$ cat src/rtl/tetris_cmd_scheduler.sv
// Tetris command scheduler: PS/2 make-code decoder, key FIFO,
// gravity tick generator and a fair two-source command arbiter.
module tetris_cmd_scheduler #(
   parameter int GRAVITY_DIV = 5000000,
   parameter int FIFO_DEPTH  = 4
) (
   input  logic                          clock,
   input  logic                          resetn,
   input  logic                          ps2_key_pressed,
   input  logic [7:0]                    ps2_key_data,
   input  logic                          game_run,
   input  logic                          cmd_ready,
   output logic                          cmd_valid,
   output logic [1:0]                    cmd_code,
   output logic                          cmd_src,
   output logic [$clog2(FIFO_DEPTH):0]   fifo_count,
   output logic [7:0]                    drop_count
);

   localparam int AW = $clog2(FIFO_DEPTH);
   localparam int GW = $clog2(GRAVITY_DIV);

   typedef enum logic {MAKE, BREAK} dec_state_t;

   dec_state_t    dec_state;
   logic [1:0]    fifo_mem [FIFO_DEPTH];
   logic [AW-1:0] wr_ptr;
   logic [AW-1:0] rd_ptr;
   logic [GW-1:0] grav_cnt;
   logic          grav_pending;
   logic          last_grant;
   logic          key_hit;
   logic [1:0]    key_code;
   logic          push_req;
   logic          fifo_empty;
   logic          fifo_full;
   logic          load_en;
   logic          grant_grav;
   logic          grant_kbd;
   logic          push;
   logic          drop;
   logic          grav_wrap;

   always_comb begin
      key_hit  = 1'b1;
      key_code = 2'b00;
      case (ps2_key_data)
         8'h6B:   key_code = 2'b00;
         8'h74:   key_code = 2'b01;
         8'h72:   key_code = 2'b10;
         8'h75:   key_code = 2'b11;
         default: key_hit  = 1'b0;
      endcase
   end

   // last_grant: 0 = keyboard, 1 = gravity
   assign push_req   = ps2_key_pressed && (dec_state == MAKE)
                       && game_run && key_hit;
   assign fifo_empty = (fifo_count == '0);
   assign fifo_full  = (fifo_count == (AW+1)'(FIFO_DEPTH));
   assign load_en    = game_run && (!cmd_valid || cmd_ready);
   assign grant_grav = load_en && grav_pending
                       && (fifo_empty || !last_grant);
   assign grant_kbd  = load_en && !fifo_empty && !grant_grav;
   assign push       = push_req && (!fifo_full || grant_kbd);
   assign drop       = push_req && fifo_full && !grant_kbd;
   assign grav_wrap  = game_run && (grav_cnt == GW'(GRAVITY_DIV - 1));

   always_ff @(posedge clock or negedge resetn) begin
      if (!resetn) begin
         dec_state <= MAKE;
      end else if (ps2_key_pressed) begin
         if (dec_state == BREAK)
            dec_state <= MAKE;
         else if (ps2_key_data == 8'hF0)
            dec_state <= BREAK;
      end
   end

   always_ff @(posedge clock) begin
      if (push)
         fifo_mem[wr_ptr] <= key_code;
   end

   always_ff @(posedge clock or negedge resetn) begin
      if (!resetn) begin
         wr_ptr     <= '0;
         rd_ptr     <= '0;
         fifo_count <= '0;
      end else if (!game_run) begin
         wr_ptr     <= '0;
         rd_ptr     <= '0;
         fifo_count <= '0;
      end else begin
         if (push)
            wr_ptr <= wr_ptr + 1'b1;
         if (grant_kbd)
            rd_ptr <= rd_ptr + 1'b1;
         if (push && !grant_kbd)
            fifo_count <= fifo_count + 1'b1;
         else if (!push && grant_kbd)
            fifo_count <= fifo_count - 1'b1;
      end
   end

   always_ff @(posedge clock or negedge resetn) begin
      if (!resetn)
         drop_count <= '0;
      else if (drop && (drop_count != 8'hFF))
         drop_count <= drop_count + 1'b1;
   end

   // A wrap on the same edge as a gravity grant re-arms the tick.
   always_ff @(posedge clock or negedge resetn) begin
      if (!resetn) begin
         grav_cnt     <= '0;
         grav_pending <= 1'b0;
      end else if (!game_run) begin
         grav_cnt     <= '0;
         grav_pending <= 1'b0;
      end else begin
         grav_cnt <= grav_wrap ? '0 : grav_cnt + 1'b1;
         if (grav_wrap)
            grav_pending <= 1'b1;
         else if (grant_grav)
            grav_pending <= 1'b0;
      end
   end

   always_ff @(posedge clock or negedge resetn) begin
      if (!resetn) begin
         cmd_valid  <= 1'b0;
         cmd_code   <= 2'b00;
         cmd_src    <= 1'b0;
         last_grant <= 1'b0;
      end else if (load_en) begin
         cmd_valid <= grant_grav || grant_kbd;
         if (grant_grav) begin
            cmd_code   <= 2'b10;
            cmd_src    <= 1'b1;
            last_grant <= 1'b1;
         end else if (grant_kbd) begin
            cmd_code   <= fifo_mem[rd_ptr];
            cmd_src    <= 1'b0;
            last_grant <= 1'b0;
         end
      end else if (cmd_valid && cmd_ready) begin
         cmd_valid <= 1'b0;
      end
   end

endmodule
$ cat config.mk
export PLATFORM = sky130hd
export DESIGN_NAME = tetris_cmd_scheduler
export DESIGN_NICKNAME = d
export VERILOG_FILES = /design/src/rtl/tetris_cmd_scheduler.sv
export SDC_FILE = /design/constraint.sdc
export NUM_CORES = 1
export LEC_CHECK = 0
export CORE_MARGIN = 5
export CORE_UTILIZATION = 40
export CTS_CLUSTER_SIZE = 24
export DETAILED_ROUTE_END_ITERATION = 12
export DONT_BUFFER_PORTS = 1
export PLACE_DENSITY_LB_ADDON = 0.12
export SYNTH_ARGS = -nofsm -noshare
export SYNTH_HDL_FRONTEND = slang
export SYNTH_SLANG_ARGS = --single-unit
$ cat constraint.sdc
create_clock -name clock -period 3.24 [get_ports clock]
set_input_delay 0.486 -clock clock [delete_from_list [all_inputs] [get_ports clock]]
set_output_delay 0.486 -clock clock [all_outputs]
set_load 0.02 [all_outputs]
==> summary by stage <==
CTS
TritonCTS built the clock tree. The root buffer cell is clkbuf_8. The H-tree was split into 2 levels. The number of sinks on the clock net is 52. In this run the deepest clock path goes through 2 buffers.

TritonCTS created 5 clock buffers. Once the clock tree was built, the resizer swapped 0 gates to a different size. Clock latency on the worst-skew pair, taken at its later pin, is 0.30 ns. The register clock-pin slew on the reported worst setup and hold paths is 0.09 ns.

Global route
The first global-routing pass estimated 9070 microns of wire. Entering global routing, the biggest net connects 45 pins. In the global route stage, met1 resource usage came out at 18.4%. The global-route usage over all layers is 13.2%. The overflow left after global routing is 0.

The number of global-route vias before repair came to 1857. The global routing met2 resource utilization is 19.1%. Global routing used 4.87% of the available met3 tracks. The number of antenna violations at the first check in global routing is 0. The most used routing layer is met2.

Power
The analysis attributes to net switching a power of 490 uW. The leakage power of the design is 0.00119 uW. The share of power burned in the clock network is 25.7%.

Sequential cells burn 53.4% of the power. In this run the power density over the cells is 514 nW/um^2. Of the total power, combinational logic draws 20.9%. The cell-internal power is 1020 uW. Net switching is 32.5% of the power. VDD sags by at most 0.000165 V.

Logic synthesis
The library cell with the largest summed area after synthesis is dfrtp_1. The share of the yosys chip area belonging to registers is 49.1%. Summed over its instances, the top area cell type makes up 40.3% of the synthesized netlist area. In the synthesized netlist the dominant register cell turns out to be dfrtp_1.

The net count after synthesis is 270. Each instance of the synthesized netlist takes up on average 10.9 sq um. In the post-synthesis netlist, the biggest area contributors are dfrtp_1 (40%), edfxtp_1 (8.8%), xor2_1 (6.1%). The number of distinct library cell variants in the gate-level netlist after synthesis is 54. During synthesis, Yosys emitted a total of 0 warnings. The number of instances in the synthesized netlist is 250. For this run, asynchronously set or reset flops after synthesis account for 84.6%. In this run, synthesis produced a sequential element count of 52. The synthesized netlist occupies a cell area of 2730 sq um. The count of flip-flops with a built-in enable after synthesis is 8.

Die
The I/O pin count is 28. The total number of placement rows is 30. The floorplan step defined a core boundary enclosing 6720 sq um. The vertical extent of the die is 92.6 microns. The overall die width is 92.6 microns.

The initial utilization of the core area, before any placement, comes to 40.6%. The die area is 8580 sq um.

Status
The run finished with clean final reports.

STA
The fmax is 0.385 GHz. Setup repair after global routing left no endpoint under its margin. For the pin with the worst max-slew slack, the measured transition is 0.397 ns. Setup violations remaining at the end of the flow were counted as 0. The final-report hold violation count is 0.

The number of max-slew violations in the final report is 0. The portion of the clock cycle consumed by the worst path in the final layout is 80.2%. The final total negative setup slack is 0 ns.

The time the worst path needs with I/O delays and setup is 2.60 ns. The worst relative slew slack is 73.3%. The worst clock skew on the final layout is 0.00465 ns.

Worst setup path
STA classifies the critical path startpoint as a register. The maximum fanout along the worst path is 6. The signal on the critical path passes through or3b_4 > a31oi_4 > a211oi_2 > and2_1 > fa_1 > a21o_2 > a41o_1 > o21ai_2. The endpoint identified for the worst register-to-register timing path is fifo_count[2].

The category of cells accounting for the largest share of critical-path delay is compound AO/OA/AOI/OAI gates. The reg2reg setup slack is 0.64 ns. The combined buffer and inverter count along the critical path is 0. Data on the critical path arrives at its endpoint at 2.84 ns. In this run the worst setup path begins at fifo_count[2]. For this run, the slowest stage of the critical path takes 0.56 ns. The startpoint-to-endpoint class of the critical path is reg2reg. Measured in cells, the most critical reg-to-reg path has a length of 8.

Data on the critical path is required at its endpoint by 3.48 ns. The cell at the slowest stage of the critical path is dfrtp_1. The worst setup path is captured at a register.

The worst register-to-register path begins at fifo_count[2].

Placed design
Detailed placement finished with a half-perimeter wire length of 3670 microns. Including well taps, the total number of placed cells is 328. The weighted congestion reported at the end of routability-driven placement is 0.718. Input and output buffers added on the ports amount to 0.

Run
Max-cap violations in this run came to 0.

Cells and area
The relative area change from synthesis to final layout is 7.56%. The share of final-layout standard cells stronger than drive strength 1 is 13.6%. The count of placed standard cells in the final layout, fillers left out is 337. The layout has 652 filler cells.

The repair_antennas step left the layout with diodes totalling 0. The number of nets in the finished design is 276.

Routing
In the routed design, unresolved DRC markers number 0. Dividing the detail-routed wire length by the instance count gives 15.3 microns. The via count normalized by instance count is 5.38. The iteration count of the initial detailed-routing pass is 4. The number of design-rule violations left by the first detailed-router iteration is 68. Detailed routing inserted a total of 1814 vias.

After detailed routing, the total wire length is 5150 microns. The residual antenna-violating net count after detailed routing is 0.

Min path
The type of the worst min-delay path is in2async.
## synthesized netlist by cell type, drive strengths merged, types with 2 or more instances
| cell | n |
|---|---|
| ha | 6 |
| inv | 10 |
| and2 | 5 |
| mux4 | 2 |
| or2b | 2 |
| and4 | 4 |
| nand2 | 17 |
| nor2b | 2 |
| and3 | 3 |
| dfrtp | 44 |
| xor2 | 19 |
| or3 | 2 |
| nand3b | 2 |
| nor3 | 7 |
| or2 | 2 |
| a211oi | 3 |
| or3b | 2 |
| nand4 | 12 |
| nand4b | 2 |
| o21ai | 7 |
| nand3 | 12 |
| nor4b | 4 |
| edfxtp | 8 |
| a21oi | 6 |
| a31oi | 2 |
| a21o | 2 |
| buf | 3 |
| nor2 | 34 |
| xnor2 | 13 |
## sequential cells by signal (all words and copies together) (netlist names)
| name | count |
|---|---|
| grav_cnt | 23 |
| drop_count | 8 |
| fifo_mem | 8 |
| grav_pending | 1 |
| wr_ptr | 2 |
| cmd_code | 2 |
| cmd_valid | 1 |
| last_grant | 1 |
| rd_ptr | 2 |
| dec_state | 1 |
| fifo_count | 3 |
## layout make-up
type	instances	area, sq um	share of cell area [%]
clock buffers	6	82.6	2.81
clock inverters	2	10.0	0.341
inverters	10	37.5	1.28
multi-input cells	185	1330	45.3
flip-flops and latches	52	1340	45.7
well taps	80	100	3.41
repair buffers	2	35.0	1.19
## timing repair
item                                   in CTS  in global routing
buffers inserted                            0                  0
setup endpoints to repair                   0                  0
hold buffers                                1                  0
endpoints found under the hold margin      44                  0
## worst max-delay path by stage
stage               endpoint  slack (ns)  cells past startpoint
2_1_floorplan  fifo_count[2]        0.87                      8
3_3_place_gp   fifo_count[2]        0.71                      8
3_5_place_dp   fifo_count[2]        0.68                      8
4_1_cts        fifo_count[2]        0.65                      8
5_1_grt        fifo_count[2]        0.52                      8
6_report       fifo_count[2]        0.64                      8
## stage by stage
step | util, % | setup WS (ns) | hold WS, ns | power (uW) | instance area (sq um)
floorplan | - | 0.865 | 0.190 | 1060 | 2730
global placement | 41.9 | 0.714 | 0.192 | 1120 | 2820
detailed placement | 41.9 | 0.678 | 0.192 | 1120 | 2820
CTS | 43.7 | 0.648 | 0.0146 | 1530 | 2940
global route | 43.7 | 0.519 | 0.0191 | 1610 | 2940
finish | 43.7 | 0.642 | 0.0142 | 1510 | 2940
## power groups by stage
stage | sequential [uW] | combinational, uW | clock (uW)
2_1_floorplan | 801 | 260 | 0
3_3_place_gp | 818 | 304 | 0
3_5_place_dp | 821 | 302 | 0
4_1_cts | 807 | 318 | 404
5_1_grt | 820 | 362 | 426
6_report | 806 | 315 | 387
## metal layers
layer | vias to the layer above | wire, microns
met1 | 880 | 2530
met2 | 36 | 2190
met5 | - | 0
met3 | 6 | 365
met4 | 0 | 64
li1 | 892 | -
## worst register-to-register path, cell delays in order, from the launching register on
cell and delay, ns:
dfrtp_1 0.56, or3b_4 0.44, a31oi_4 0.28, a211oi_2 0.12, and2_1 0.20, fa_1 0.41, a21o_2 0.20, a41o_1 0.23
o21ai_2 0.10
## cells in the final DEF, fill, tap and decap left out, types with 2 or more instances in the layout
| cell | Yosys | routed |
|---|---|---|
| a211oi_2 | 2 | 2 |
| a21oi_1 | 5 | 5 |
| and2_1 | 5 | 5 |
| and3_1 | 3 | 3 |
| and4_1 | 3 | 3 |
| clkbuf_8 | 0 | 6 |
| clkinv_2 | 0 | 2 |
| dfrtp_1 | 44 | 44 |
| edfxtp_1 | 8 | 8 |
| ha_1 | 6 | 6 |
| inv_1 | 10 | 10 |
| mux4_2 | 2 | 2 |
| nand2_1 | 17 | 17 |
| nand3_1 | 11 | 11 |
| nand3b_1 | 2 | 2 |
| nand4_1 | 12 | 12 |
| nand4b_1 | 2 | 2 |
| nor2_1 | 34 | 34 |
| nor2b_1 | 2 | 2 |
| nor3_1 | 5 | 5 |
| nor3_2 | 2 | 2 |
| nor4b_1 | 4 | 4 |
| o21ai_0 | 5 | 5 |
| or2b_2 | 2 | 2 |
| or3b_4 | 2 | 2 |
| xnor2_1 | 13 | 13 |
| xor2_1 | 19 | 19 |
## kinds of logic after synthesis
kind of cell	count (synthesis)	share of synthesized area, %
buf+inv	13	2.15
mux	4	2.43
fa+ha+maj	7	3.48
compound gates	27	8.98
simple gates	115	23.6
xor+xnor	32	10.3
flops	52	49.1
Power figures use the tool's default switching activity.
